[config.mk]
export PLATFORM = sky130hd
export DESIGN_NAME = pattern_sequencer
export DESIGN_NICKNAME = d
export VERILOG_FILES = /design/src/rtl/pattern_sequencer.sv
export SDC_FILE = /design/constraint.sdc
export NUM_CORES = 1
export LEC_CHECK = 0
export BUFFER_PORTS_ARGS = -buffer_cell sky130_fd_sc_hd__buf_4
export CAP_MARGIN = 20
export CORE_UTILIZATION = 57
export CTS_CLUSTER_DIAMETER = 100
export CTS_CLUSTER_SIZE = 14
export DETAILED_ROUTE_END_ITERATION = 10
export PLACE_DENSITY = 0.9
export REMOVE_ABC_BUFFERS = 1
export SLEW_MARGIN = 0
export SYNTH_ARGS = -nofsm -noshare
export SYNTH_HDL_FRONTEND = slang
export SYNTH_SLANG_ARGS = --single-unit
[constraint.sdc]
create_clock -name clk -period 3.5 [get_ports clk]
set_clock_uncertainty 0.2 [all_clocks]
set_input_delay 0.175 -clock clk [delete_from_list [all_inputs] [get_ports clk]]
set_output_delay 0.175 -clock clk [all_outputs]
set_load 0.02 [all_outputs]
[src/rtl/pattern_sequencer.sv]
`default_nettype none
// ============================================================================
//  Module      : pattern_sequencer
//  Description : Raster timing generator and frame-synchronous pattern
//                sequencer for the HDMI test image generator. Produces the
//                scan position, data enable, sync strobes and the pattern
//                control set (sel, step_count, frame_count, time_count).
//  Revision    : 1.0 - initial release
// ============================================================================
module pattern_sequencer #(
   parameter int H_ACTIVE     = 1920,
   parameter int H_TOTAL      = 2200,
   parameter int H_SYNC_START = 2008,
   parameter int H_SYNC_LEN   = 44,
   parameter int V_ACTIVE     = 1080,
   parameter int V_TOTAL      = 1125,
   parameter int V_SYNC_START = 1084,
   parameter int V_SYNC_LEN   = 5,
   parameter int NUM_PATTERNS = 5,
   parameter int DWELL_FRAMES = 60,
   parameter int TICK_DIV     = 148500
) (
   input  logic        clk,
   input  logic        rst,
   input  logic        enable,
   input  logic        auto_mode,
   input  logic [3:0]  manual_sel,
   input  logic        next_req,
   output logic [11:0] h_active_value,
   output logic [11:0] v_active_value,
   output logic        de,
   output logic        hsync,
   output logic        vsync,
   output logic [3:0]  sel,
   output logic [11:0] step_count,
   output logic [23:0] time_count,
   output logic [7:0]  frame_count,
   output logic        frame_start
);

   localparam int DWELL_W = (DWELL_FRAMES > 1) ? $clog2(DWELL_FRAMES) : 1;
   localparam int TICK_W  = (TICK_DIV > 1) ? $clog2(TICK_DIV) : 1;

   localparam logic [1:0]         c_st_idle    = 2'd0;
   localparam logic [1:0]         c_st_run     = 2'd1;
   localparam logic [1:0]         c_st_drain   = 2'd2;
   localparam logic [11:0]        c_h_last     = 12'(H_TOTAL - 1);
   localparam logic [11:0]        c_v_last     = 12'(V_TOTAL - 1);
   localparam logic [DWELL_W-1:0] c_dwell_last = DWELL_W'(DWELL_FRAMES - 1);
   localparam logic [TICK_W-1:0]  c_tick_last  = TICK_W'(TICK_DIV - 1);
   localparam logic [3:0]         c_sel_last   = 4'(NUM_PATTERNS - 1);

   logic [1:0]         r_state;
   logic [1:0]         w_state_nx;
   logic [11:0]        w_h_nx;
   logic [11:0]        w_v_nx;
   logic               w_boundary;
   logic               w_scan_nx;
   logic               w_de_nx;
   logic               w_hsync_nx;
   logic               w_vsync_nx;
   logic               w_fs_nx;
   logic               w_advance;
   logic [3:0]         w_sel_nx;
   logic [11:0]        w_step_nx;
   logic [7:0]         w_frame_nx;
   logic [DWELL_W-1:0] r_dwell;
   logic [DWELL_W-1:0] w_dwell_nx;
   logic               r_pending;
   logic               w_pending_nx;
   logic [TICK_W-1:0]  r_tick;

   // State register together with the scan counters it owns
   always_ff @(posedge clk) begin
      if (rst) begin
         r_state        <= c_st_idle;
         h_active_value <= '0;
         v_active_value <= '0;
      end else begin
         r_state        <= w_state_nx;
         h_active_value <= w_h_nx;
         v_active_value <= w_v_nx;
      end
   end

   // Next-state and next-position logic; a frame ends on the last pixel of the last line
   always_comb begin
      w_state_nx = r_state;
      w_h_nx     = h_active_value;
      w_v_nx     = v_active_value;
      w_boundary = 1'b0;
      case (r_state)
         c_st_idle: begin
            w_h_nx = '0;
            w_v_nx = '0;
            if (enable) begin
               w_state_nx = c_st_run;
            end
         end
         c_st_run, c_st_drain: begin
            w_boundary = (h_active_value == c_h_last) && (v_active_value == c_v_last);
            if (h_active_value == c_h_last) begin
               w_h_nx = '0;
               w_v_nx = (v_active_value == c_v_last) ? 12'd0 : v_active_value + 12'd1;
            end else begin
               w_h_nx = h_active_value + 12'd1;
            end
            // Disabled at the frame end (from RUN or DRAIN) stops cleanly; otherwise
            // enable alone chooses between scanning on and draining the frame out.
            if (w_boundary && !enable) begin
               w_state_nx = c_st_idle;
            end else if (enable) begin
               w_state_nx = c_st_run;
            end else begin
               w_state_nx = c_st_drain;
            end
         end
         default: begin
            w_state_nx = c_st_idle;
            w_h_nx     = '0;
            w_v_nx     = '0;
         end
      endcase
   end

   // Output decode from the next position, plus frame-boundary pattern update
   always_comb begin
      w_scan_nx    = (w_state_nx != c_st_idle);
      w_de_nx      = w_scan_nx && (int'(w_h_nx) < H_ACTIVE) && (int'(w_v_nx) < V_ACTIVE);
      w_hsync_nx   = w_scan_nx && (int'(w_h_nx) >= H_SYNC_START)
                     && (int'(w_h_nx) < H_SYNC_START + H_SYNC_LEN);
      w_vsync_nx   = w_scan_nx && (int'(w_v_nx) >= V_SYNC_START)
                     && (int'(w_v_nx) < V_SYNC_START + V_SYNC_LEN);
      w_fs_nx      = w_scan_nx && (w_h_nx == 12'd0) && (w_v_nx == 12'd0);
      w_advance    = 1'b0;
      w_sel_nx     = sel;
      w_step_nx    = step_count;
      w_frame_nx   = frame_count;
      w_dwell_nx   = r_dwell;
      w_pending_nx = r_pending;
      if (w_boundary) begin
         w_frame_nx = frame_count + 8'd1;
         if (auto_mode) begin
            // A request arriving on the boundary cycle itself is honoured now
            w_advance = (r_dwell == c_dwell_last) || r_pending || next_req;
            if (w_advance) begin
               w_sel_nx     = (sel >= c_sel_last) ? 4'd0 : sel + 4'd1;
               w_dwell_nx   = '0;
               w_pending_nx = 1'b0;
            end else begin
               w_dwell_nx = r_dwell + 1'b1;
            end
         end else begin
            w_sel_nx     = manual_sel;
            w_dwell_nx   = '0;
            w_pending_nx = 1'b0;
         end
         w_step_nx = (w_sel_nx == sel) ? step_count + 12'd1 : 12'd0;
      end else if (auto_mode && next_req) begin
         w_pending_nx = 1'b1;
      end
   end

   // Registered outputs and pattern-control state
   always_ff @(posedge clk) begin
      if (rst) begin
         de          <= 1'b0;
         hsync       <= 1'b0;
         vsync       <= 1'b0;
         frame_start <= 1'b0;
         sel         <= '0;
         step_count  <= '0;
         frame_count <= '0;
         r_dwell     <= '0;
         r_pending   <= 1'b0;
      end else begin
         de          <= w_de_nx;
         hsync       <= w_hsync_nx;
         vsync       <= w_vsync_nx;
         frame_start <= w_fs_nx;
         sel         <= w_sel_nx;
         step_count  <= w_step_nx;
         frame_count <= w_frame_nx;
         r_dwell     <= w_dwell_nx;
         r_pending   <= w_pending_nx;
      end
   end

   // Free-running time base, independent of the raster state
   always_ff @(posedge clk) begin
      if (rst) begin
         r_tick     <= '0;
         time_count <= '0;
      end else if (r_tick == c_tick_last) begin
         r_tick     <= '0;
         time_count <= time_count + 24'd1;
      end else begin
         r_tick <= r_tick + 1'b1;
      end
   end

endmodule
`default_nettype wire

==> metrics.txt <==
# IOs=85; core area=8721 µm²; fin crit share=0.9042; share of layout cells above drive strength 1=0.1641; chip height=97.12 µm; Wirelength per Cell=14.78 µm; largest net degree at the start of global routing=31; die area=between 9000 and 10000 µm²; Power Dens Cells=337.0 nW/µm²; cell taking the most area after synthesis=dfxtp_1; grt total ovfl=0; Seq/Total Area, Yosys=0.3998; asr flop ratio synth=0; Slowest cell on crit path=or4b_4; status=complete, no violations; Setup CP Type=reg -> reg; Antenna Nets Post-Route=0; DR iter-0 viols=332; count of different cell masters after synthesis=a little under 60; largest cells by area after synthesis=dfxtp_1 40%, nor2_1 7.7%, xor2_1 7.5%; Worst R2R Path Depth=6; gr usage total=0.2583; DRT Pass-1 Iters=5; max incr delay on CP=0.60 ns; Crit Reg-Reg Endpoint=vsync; Num CTS Buffers=9; Hold Path Origin=auto_mode; ANT cells=0; worst-path cell chain=or4b_4 -> or3_4 -> o41a_1 -> nand4b_4 -> or3b_1 -> a2111oi_2; post-place setup slack=0.3772 ns; Hold EP=sel[1]; initial antenna violation count=0; Pleak=0.002382 µW; Clock Latency Late Sink=0.38 ns; clock transition at the registers of the reported paths=roughly 0.11 ns; Via density=5.799; ys flop type=dfxtp_1; Final nets=728; hold depth=4; vias in the first global route=4441; reg2reg setup slack=roughly 0.34 ns; final setup margin=roughly 0.34 ns; Slew @ Worst Pin=0.6905 ns; Placer Congestion=between 0.8 and 0.9; clock tree sinks=103; Mapped Area=5157 µm²; area grow syn2layout=18.75%; final setup vio count=0; Vias=~4800; row cnt=34; DP Cell Count=around 800; TNS Setup=0 ns; CTS tree=built; RSZ-0062 raised after global routing=no; max_cap viols=0; # H-tree levels=3; Hold Vio Cnt, Final=0; # resized after CTS=0; Final Max Tran Viols=0; WP buf/inv=0; Syn Area/Cell=8.226 µm²; Worst setup SP type=flop; Detailed Route WL=12140 µm; Worst Path Max Fanout=12; first-pass GRT wire length=20340 µm; HPWL after DPL=8755 µm; Critical Path RT=3.57 ns; maximum clock rate=316.0 MHz; DRC errors left=0; number of flops mapped to enable cells by yosys=0; Worst Hold Class=in -> reg; Synth Register Bits=103; minimum clock period=3.165 ns; Initial Util=0.5914; delay-heaviest family, CP=simple AND/OR/NAND/NOR gates; RR Startpoint=h_active_value[3]; leading cell types in the layout, fill and taps excluded=106 x nor2_1, 103 x dfxtp_1, 92 x buf_4, 51 x nand2_1, 44 x xor2_1; die width=97.12 µm; PortBufs=84; Critical Path AT=3.24 ns; Max VDD drop=0.2079 mV; commonest non-fill, non-tap cell in the layout=nor2_1; Syn. warnings=0; clock root cell=clkbuf_8; Layout Cells excl Fill=slightly above 800; Gate Count Post-Synth=~630; Worst setup EP type=flop; Slew headroom=0.5365; Max Buffers Root-to-Sink=2; Synth top area share=0.3998
where the power goes:
group	switching, µW	internal [µW]
combinational	92.4	52.2
sequential	9.62	1180
clock	452	274
Yosys cell counts, drive strengths merged (5+ instances only):
master	number
nor2	106
dfxtp	103
nand2	51
xor2	44
nand3	34
xnor2	31
clkbuf	26
nand4	26
a21oi	24
nor3	23
and3	20
inv	14
o21ai	14
nor4	12
ha	11
and2	6
and4	6
or3	6
nor4b	5
layout make-up:
class / count / area (µm²)
Fill cell: 674 / 2596
Multi-Input combinational cell: 481 / 2923
Clock buffer: 9 / 123.9
Clock inverter: 7 / 67.56
Sequential cell: 103 / 2062
Tap cell: 108 / 135.1
Inverter: 14 / 52.55
Timing Repair Buffer: 99 / 760.7
timing repair:
action / CTS / global route
setup endpoints to repair: 0 / 0
hold buffers: 7 / 0
hold endpoints to repair: 28 / 0
setup buffers: 0 / 0
per-stage QoR:
stage	cell area, µm²	total power, µW	hold slack (ns)	utilization
after floorplan	5037	1299	0.04407	-
after global placement	5863	1353	0.1612	0.6723
after CTS	6125	2072	0.01062	0.7023
after global routing	6125	2136	0.04510	0.7023
after detailed placement	5863	1356	0.1726	0.6723
final	6125	2064	0.02814	0.7023
worst max path at each step:
stage	startpoint	to	slack, ns	cells after the start
3_3_place_gp	h_active_value[3]	vsync	0.46	6
5_1_grt	h_active_value[0]	vsync	0.19	7
6_report	h_active_value[3]	vsync	0.34	6
2_1_floorplan	h_active_value[3]	vsync	0.16	6
4_1_cts	h_active_value[3]	vsync	0.35	6
3_5_place_dp	h_active_value[3]	vsync	0.38	6
sequential cells by signal, summed over array words and instances, names as in the netlist:
signal / cells
de: 1
frame_count: 8
frame_start: 1
h_active_value: 12
hsync: 1
r_dwell: 6
r_pending: 1
r_state: 2
r_tick: 18
sel: 4
step_count: 12
time_count: 24
v_active_value: 12
vsync: 1
worst reg2reg max path, stage by stage, from the launching register on:
cell and delay (ns):
dfxtp_1 0.41, or4b_4 0.60, or3_4 0.48, o41a_1 0.46
nand4b_4 0.18, or3b_1 0.42, a2111oi_2 0.32
kinds of logic (layout without fill, tap and decap cells):
| family | after synthesis | count (layout) | share of synthesized area |
|---|---|---|---|
| AOI/OAI and AO/OA | 72 | 72 | 0.08976 |
| xor gates and xnor gates | 75 | 75 | 0.1274 |
| adders and majority gates | 11 | 11 | 0.02669 |
| buffers and inverters | 43 | 129 | 0.03348 |
| DFF | 103 | 103 | 0.3998 |
| muxes | 3 | 3 | 0.005823 |
| and+or+nand+nor | 320 | 320 | 0.3171 |
per-layer routing:
metal,vias up,part of all wire,GRT usage
li1,2358,-,-
met1,2227,0.43,0.3206
met2,162,0.49,0.4328
met3,14,0.064,0.05612
met4,0,0.012,0.1091
met5,-,0,0
Power figures use the tool's default switching activity.
